==> src/rtl/dlx_run_monitor.sv <==
// Run monitor for the DLX CPU bench: counts RUN cycles and retired instructions, and stops on halt, retire stall or cycle budget.
// Optional macro DLX_RUN_MONITOR_FINISH_EN: print the run summary and end simulation on entry to DONE.
module dlx_run_monitor #(
    parameter int CYCLE_WIDTH = 32,
    parameter int MAX_CYCLES  = 1000,
    parameter int STALL_LIMIT = 64
) (
    input  logic                   clk,
    input  logic                   reset,
    input  logic                   start,
    input  logic                   retire,
    input  logic                   halt,
    output logic                   running,
    output logic                   done,
    output logic [1:0]             cause,
    output logic [CYCLE_WIDTH-1:0] cycle_count,
    output logic [CYCLE_WIDTH-1:0] retire_count,
    output logic [15:0]            stall_count
);

    typedef enum logic [1:0] {
        ST_IDLE = 2'd0,
        ST_RUN  = 2'd1,
        ST_DONE = 2'd2
    } state_t;

    localparam logic [1:0] CAUSE_NONE   = 2'b00;
    localparam logic [1:0] CAUSE_HALT   = 2'b01;
    localparam logic [1:0] CAUSE_STALL  = 2'b10;
    localparam logic [1:0] CAUSE_BUDGET = 2'b11;

    localparam logic [CYCLE_WIDTH-1:0] LAST_CYCLE = CYCLE_WIDTH'(MAX_CYCLES - 1);
    localparam logic [15:0]            LAST_STALL = 16'(STALL_LIMIT - 1);
    localparam logic [CYCLE_WIDTH-1:0] CNT_ONE    = CYCLE_WIDTH'(1);

    state_t                   state, state_n;
    logic [1:0]               cause_n;
    logic [CYCLE_WIDTH-1:0]   cycle_n, retire_n;
    logic [15:0]              stall_n;

    always_ff @(posedge clk) begin
        if (reset) begin
            state        <= ST_IDLE;
            cause        <= CAUSE_NONE;
            cycle_count  <= '0;
            retire_count <= '0;
            stall_count  <= '0;
        end else begin
            state        <= state_n;
            cause        <= cause_n;
            cycle_count  <= cycle_n;
            retire_count <= retire_n;
            stall_count  <= stall_n;
        end
    end

    always_comb begin
        state_n  = state;
        cause_n  = cause;
        cycle_n  = cycle_count;
        retire_n = retire_count;
        stall_n  = stall_count;
        case (state)
            ST_IDLE, ST_DONE: begin
                if (start) begin
                    state_n  = ST_RUN;
                    cause_n  = CAUSE_NONE;
                    cycle_n  = '0;
                    retire_n = '0;
                    stall_n  = '0;
                end
            end
            ST_RUN: begin
                // Counters saturate at all-ones rather than wrapping.
                if (cycle_count != '1)
                    cycle_n = cycle_count + CNT_ONE;
                if (retire) begin
                    stall_n = '0;
                    if (retire_count != '1)
                        retire_n = retire_count + CNT_ONE;
                end else if (stall_count != 16'hFFFF) begin
                    stall_n = stall_count + 16'd1;
                end
                // Exit decisions look at pre-edge counts, halt first.
                if (halt) begin
                    state_n = ST_DONE;
                    cause_n = CAUSE_HALT;
                end else if (!retire && stall_count == LAST_STALL) begin
                    state_n = ST_DONE;
                    cause_n = CAUSE_STALL;
                end else if (cycle_count == LAST_CYCLE) begin
                    state_n = ST_DONE;
                    cause_n = CAUSE_BUDGET;
                end
            end
            default: state_n = ST_IDLE;
        endcase
    end

    assign running = (state == ST_RUN);
    assign done    = (state == ST_DONE);

`ifdef DLX_RUN_MONITOR_FINISH_EN
    always @(posedge clk) begin
        if (!reset && state == ST_RUN && state_n == ST_DONE) begin
            $display("dlx_run_monitor: run ended cause=%0d cycles=%0d retired=%0d",
                     cause_n, cycle_n, retire_n);
            $finish;
        end
    end
`endif

endmodule

==> config.mk <==
export PLATFORM = sky130hd
export DESIGN_NAME = dlx_run_monitor
export DESIGN_NICKNAME = d
export VERILOG_FILES = /design/src/rtl/dlx_run_monitor.sv
export SDC_FILE = /design/constraint.sdc
export NUM_CORES = 1
export LEC_CHECK = 0
export ABC_CLOCK_PERIOD_IN_PS = 2200
export BUFFER_PORTS_ARGS = -buffer_cell sky130_fd_sc_hd__buf_2
export CELL_PAD_IN_SITES_DETAIL_PLACEMENT = 1
export CELL_PAD_IN_SITES_GLOBAL_PLACEMENT = 1
export CORE_UTILIZATION = 38
export CTS_BUF_LIST = sky130_fd_sc_hd__clkbuf_4 sky130_fd_sc_hd__clkbuf_8
export DETAILED_ROUTE_END_ITERATION = 16
export GPL_TIMING_DRIVEN = 0
export HOLD_SLACK_MARGIN = 0.08
export PLACE_DENSITY_LB_ADDON = 0.12
export SLEW_MARGIN = 5
export SYNTH_ARGS = -nofsm -noshare
export SYNTH_HDL_FRONTEND = slang
export SYNTH_SLANG_ARGS = --single-unit
==> constraint.sdc <==
create_clock -name clk -period 2.2 [get_ports clk]
set_input_delay 0.33 -clock clk [delete_from_list [all_inputs] [get_ports clk]]
set_output_delay 0.33 -clock clk [all_outputs]
set_load 0.05 [all_outputs]
* Word level (Yosys, flattened, before mapping)
Index checks and enable logic that the tools add are counted.
W data, S select, Z words.
** Storage, ports and cells
- Register bits after elaboration :: 84
- Output and inout bits :: 84
** Operators by class
- Equal/unequal tests :: 13
- Reduce and logical (&&, ||, !) cells :: 10
- Multiplexer cells :: 20
- $add $sub $neg :: 3
** Operators with widths (number)
- $mux W32 :: 4
- $pmux W32 S2 :: 2
- $add A32 B1 Y32 const B :: 2
- $ne A32 B32 Y1 const B :: 2
- $mux W16 :: 3
- $eq A32 B10 Y1 const B :: 1
- $pmux W16 S2 :: 1
- $add A16 B1 Y16 const B :: 1
- $eq A16 B6 Y1 const B :: 1
- $mux W2 :: 8
- $ne A16 B16 Y1 const B :: 1
- $reduce_and A3 Y1 :: 3
- $pmux W2 S2 :: 2
- $ne A2 B1 Y1 const B :: 2
- $ne A2 B2 Y1 const B :: 2
- $ne A4 B2 Y1 const B :: 1
- $reduce_and A4 Y1 :: 1
- $ne A3 B2 Y1 const B :: 1
- $eq A2 B1 Y1 const B :: 1
- $eq A2 B2 Y1 const B :: 1
- $logic_not A2 Y1 :: 1
- $reduce_and A2 Y1 :: 1
- $reduce_bool A2 Y1 :: 1
- $reduce_or A2 Y1 :: 1
- other kinds (2) :: 2

* Longest topological paths before layout
- Depth in word-level cells :: 5
- Mapped depth :: 10
- Gate-level depth less buffers :: 7

* Least setup slack after synthesis
No wires, ideal clock.
- Path type :: reg-to-reg
- Start :: reg cycle_count[0]
- End :: reg cycle_count[28]
- Data required time :: 2130 ps
- Path buffers :: 1
- Slack :: -486 ps
- Stages on the path, launching flop included :: 8
- Arrival time :: 2616 ps
- Clock period less this slack :: 2686 ps
- Cell sequence :: dfxtp_1 -> ha_1 -> nand4_1 -> a2111oi_0 -> or4b_1 -> buf_2 -> or3_1 -> a21oi_1
** Between the ends
- Word-level cells in the longest chain between the ends :: 3
- Elaborated cells between the ends (all ways) :: 6
- Those cells by class :: add/sub (1); eq/ne (2); mux (2); reduce/logical (1)
** Ends and longest elaborated chain
- from (decl) :: line 16 : output logic [CYCLE_WIDTH-1:0] cycle_count,
- from (signal assigned) :: line 51 : cycle_count <= cycle_n;
- $add A32 B1 Y32 or $ne A32 B32 Y1 (tied branches) :: line 76, 75
- $mux W32 or $ne A2 B1 Y1 (tied branches)
- $pmux W32 S2 or $reduce_and A3 Y1 (tied branches)
Parallel ways exist; a longest one is shown, timed or not. The select of a mux whose other input is x is not followed.
A chain may end at the register's enable or synchronous reset.

* Worst setup path in the final report
- Start :: reg retire_count[16]
- End :: reg retire_count[10]
** Between the ends
- Word-level cells in the longest chain between the ends :: 3
** Ends and longest elaborated chain
- from (decl) :: line 17 : output logic [CYCLE_WIDTH-1:0] retire_count,
- from (signal assigned) :: line 52 : retire_count <= retire_n;
- $ne A32 B32 Y1 :: line 79 : if (retire_count != '1)
- $ne A2 B1 Y1 (no source line)
- $reduce_and A4 Y1 (no source line)
Every way passes these cells.

==> impl_results.md <==
- Commonest non-fill, non-tap cell in the layout: buf_2
- Tot GR Track Use: 0.263
- Reg clk slew, reported paths: approximately 0.090 ns
- Starting Density: 0.395
- Seq pwr share: 0.538
- Post-Layout Inst Area: about 5800 um^2
- Final ANT Viol Nets: 0
- RePlAce Congestion: ~0.85
- CTS Root Cell: clkbuf_8
- Number of global-route vias before repair: approximately 4.6k
- Dpl hpwl: between 10000 and 15000 um
- Most frequent cells in the layout: buf_2 (86), nor2_1 (58), nand2_1 (49)
- Required time worst endpoint: roughly 2.5 ns
- Synthesized cell area: ~4300 um^2
- FILL cells: roughly 1.3k
- Routed length per instance: just under 20 um
- Crit start category: flip-flop
- Hold crit path type: in2reg
- Clock tree buffer depth: 2
- Synth Net Count: ~540
- # diodes: 0
- EDFF count, synth: 0
- Slowest CP cell: dfxtp_1
- Final Cycle Share: 1.02
- Start point of the critical path: retire_count[16]$_SDFFE_PP0P_
- H-tree levels: 3
- Vias post-DR: slightly below 5k
- Core Footprint: between 10000 and 15000 um^2
- Via density: between 6 and 7
- Leak Pwr: roughly 2.2 nW
- Core Util, Final: 0.530
- DR pass1 iterations: 4
- Max-slew violations: 0
- Register-to-register setup slack: -0.04 ns
- Area delta synth->final: 34.3%
- Post-Syn Instances: between 500 and 600
- Async set-reset flop share out of synthesis: 0
- Final setup vio count: 3
- Final Worst Setup Slack: -0.0401 ns
- Ys Warns: 0
- WS Path Type: reg2reg
- Final Hold Fails: 0
- Rel. slew slack: 0.527
- Largest net degree at the start of global routing: 15
- Max cap viols: 0
- First-pass GRT wire length: ~24000 um
- Max Freq: between 0.4 and 0.5 GHz
- Die ar.: approximately 12000 um^2
- Multi-input gate area: roughly 2800 um^2
- Status: finished with violations
- Routed WL: about 16000 um
- Clock power frac: 0.365
- Avg Cell Area, Syn: 8.07 um^2
- Clock insertion delay at the later pin of the skew report: 0.39 ns
- Number of CTS-inserted buffers: 9
- Fin crit period: approximately 2.2 ns
- Net Sw Frac: 0.288
- FF-to-FF Start: retire_count[16]$_SDFFE_PP0P_
- Port Buf Inserts: 87
- CTS tree: yes
- DRC: 0
- Global route overflow: 0
- Sequential area share after synthesis: 0.390
- Num Clock Sinks: between 80 and 90
- Cell Chain, Critical Path: and4_1 > and2_1 > nand4_1 > buf_4 > o21bai_4 > nor2_1 > o221a_2
- Combinational share of power: 0.097
- Max FO, Critical Path: 9
- Die height: 109 um
- Top FF cell, synth: dfxtp_1
- Row cnt: 38
- Slew of the pin with the lowest slew margin: slightly above 0.7 ns
- Int Pwr: 2.02 mW
- Fin nets: approximately 670
- Worst Setup EP: retire_count[10]$_SDFFE_PP0P_
- Flip-flop and latch area: around 1800 um^2
- Cell taking the most area after synthesis: dfxtp_1
- RSZ-0062 raised after global routing: true
- Placed instance area: 5050 um^2
- Worst path max stage delay: around 0.50 ns
- # IOs: 89
- Distinct cells, synth: between 60 and 70
- NetSw: around 0.81 mW
- Pre-CTS setup slack: -0.425 ns
- Synth Register Bits: 84
- Worst r2r dst: retire_count[10]$_SDFFE_PP0P_
- Die span in x: approximately 110 um
- Initial DRC Count: ~250
- CP arrival: 2.53 ns
- Antenna violations before repair: 0
- Reg2reg path depth: 7
- Hold-fix buffers, CTS: 0
- Failing checks: negative setup slack
- PD cells: roughly 500 nW/um^2
- Worst vdd ir: 0.273 mV
- Hold path depth: 4
- Ratio of cells with drive above 1 in the final layout: 0.362
- CP Capture Type: flip-flop
- Synth top area share: 0.390
- Synth top area cells: dfxtp_1 (39%), nor2_1 (5.3%), nand2_1 (4.3%)
- Clk_skew: about 0.011 ns
-- per-stage QoR --
stage / cells / setup TNS (ns) / hold slack, ns / power (mW)
floorplan: 535 / 0 / 0.529 / 1.71
global placement: 762 / -13.43 / 0.457 / 1.79
detailed placement: 762 / -14.55 / 0.477 / 1.79
CTS: 785 / -0.0668 / 0.281 / 2.83
global route: 808 / -1.72 / 0.326 / 2.94
finish: 808 / -0.0502 / 0.301 / 2.83
-- cell type report --
| cell class | count | share of cell area |
|---|---|---|
| multi-input cells | 422 | 0.487 |
| flip-flops and latches | 84 | 0.305 |
| repair buffers | 120 | 0.120 |
| well taps | 140 | 0.0302 |
| plain buffers | 20 | 0.0240 |
| clock buffers | 10 | 0.0227 |
| clock inverters | 6 | 0.00691 |
| inverters | 6 | 0.00389 |
-- power by group through the flow --
stage	logic (mW)	registers, mW	clock network, mW
2_1_floorplan	0.133	1.58	0
3_3_place_gp	0.227	1.56	0
3_5_place_dp	0.232	1.56	0
4_1_cts	0.251	1.52	1.06
5_1_grt	0.293	1.53	1.12
6_report	0.275	1.52	1.03
-- flip-flops by register name (all words and copies together), names as in the netlist --
register / cells
cycle_count: 32
retire_count: 32
stall_count: 16
cause: 2
state: 2
-- what timing repair did --
item                                    in CTS  in global routing
pin swaps                                    5                 19
gates resized for setup                     41                 36
setup buffers                               10                 23
endpoints found under the setup margin      61                 52
-- metal layers --
layer	track usage	part of all wire	wire [um]
met5	0	0	0
met1	0.338	0.44	6860
met4	0.130	0.022	350
met2	0.435	0.49	7730
met3	0.0319	0.045	708
-- cell families (layout without fill, tap and decap cells) --
| logic type | count (synthesis) | in the layout | synth area share |
|---|---|---|---|
| AND/OR/NAND/NOR | 267 | 267 | 0.326 |
| AO/OA/AOI/OAI | 113 | 113 | 0.167 |
| flip-flops | 84 | 84 | 0.390 |
| XOR/XNOR | 35 | 35 | 0.0710 |
| buffers and inverters | 29 | 162 | 0.0281 |
| multiplexers | 4 | 4 | 0.00928 |
| adder cells (fa/ha/maj) | 3 | 3 | 0.00870 |
-- critical path: cells and delay by family (launching register included) --
family / cells / cell delay [ns]
AOI/OAI and AO/OA: 2 / 0.56
buffers and inverters: 1 / 0.19
DFF: 1 / 0.50
and+or+nand+nor: 4 / 0.89
-- worst min path at each step --
stage	from	to	slack (ns)
2_1_floorplan	halt	cause[0]$_SDFFE_PP0P_	0.53
3_3_place_gp	retire_count[23]$_SDFFE_PP0P_	retire_count[23]$_SDFFE_PP0P_	0.46
3_5_place_dp	stall_count[1]$_SDFFE_PP0P_	stall_count[1]$_SDFFE_PP0P_	0.48
4_1_cts	start	state[1]$_SDFFE_PP0P_	0.28
5_1_grt	halt	state[0]$_SDFFE_PP0P_	0.33
6_report	start	state[1]$_SDFFE_PP0P_	0.30
-- cell usage after synthesis, drive strengths merged (2+ instances only) --
| cell | count |
|---|---|
| a32o | 3 |
| o211ai | 4 |
| and3 | 9 |
| inv | 6 |
| mux2i | 4 |
| nor2b | 5 |
| a32oi | 2 |
| xnor2 | 18 |
| or4 | 8 |
| a31oi | 7 |
| nor4b | 4 |
| xor2 | 17 |
| o221a | 2 |
| nand2b | 3 |
| nand3 | 31 |
| ha | 3 |
| a21boi | 2 |
| o31ai | 4 |
| dfxtp | 84 |
| nor3 | 27 |
| nor4 | 13 |
| and4 | 6 |
| or4b | 2 |
| a41oi | 4 |
| nand3b | 3 |
| nand2 | 50 |
| nand4 | 22 |
| nor2 | 61 |
| o21a | 6 |
| buf | 4 |
| nor3b | 4 |
| a311oi | 4 |
| or3 | 13 |
| clkbuf | 18 |
| a21oi | 36 |
| nand4b | 3 |
| o21ai | 31 |
No activity file was read; power rests on OpenSTA's default activity.
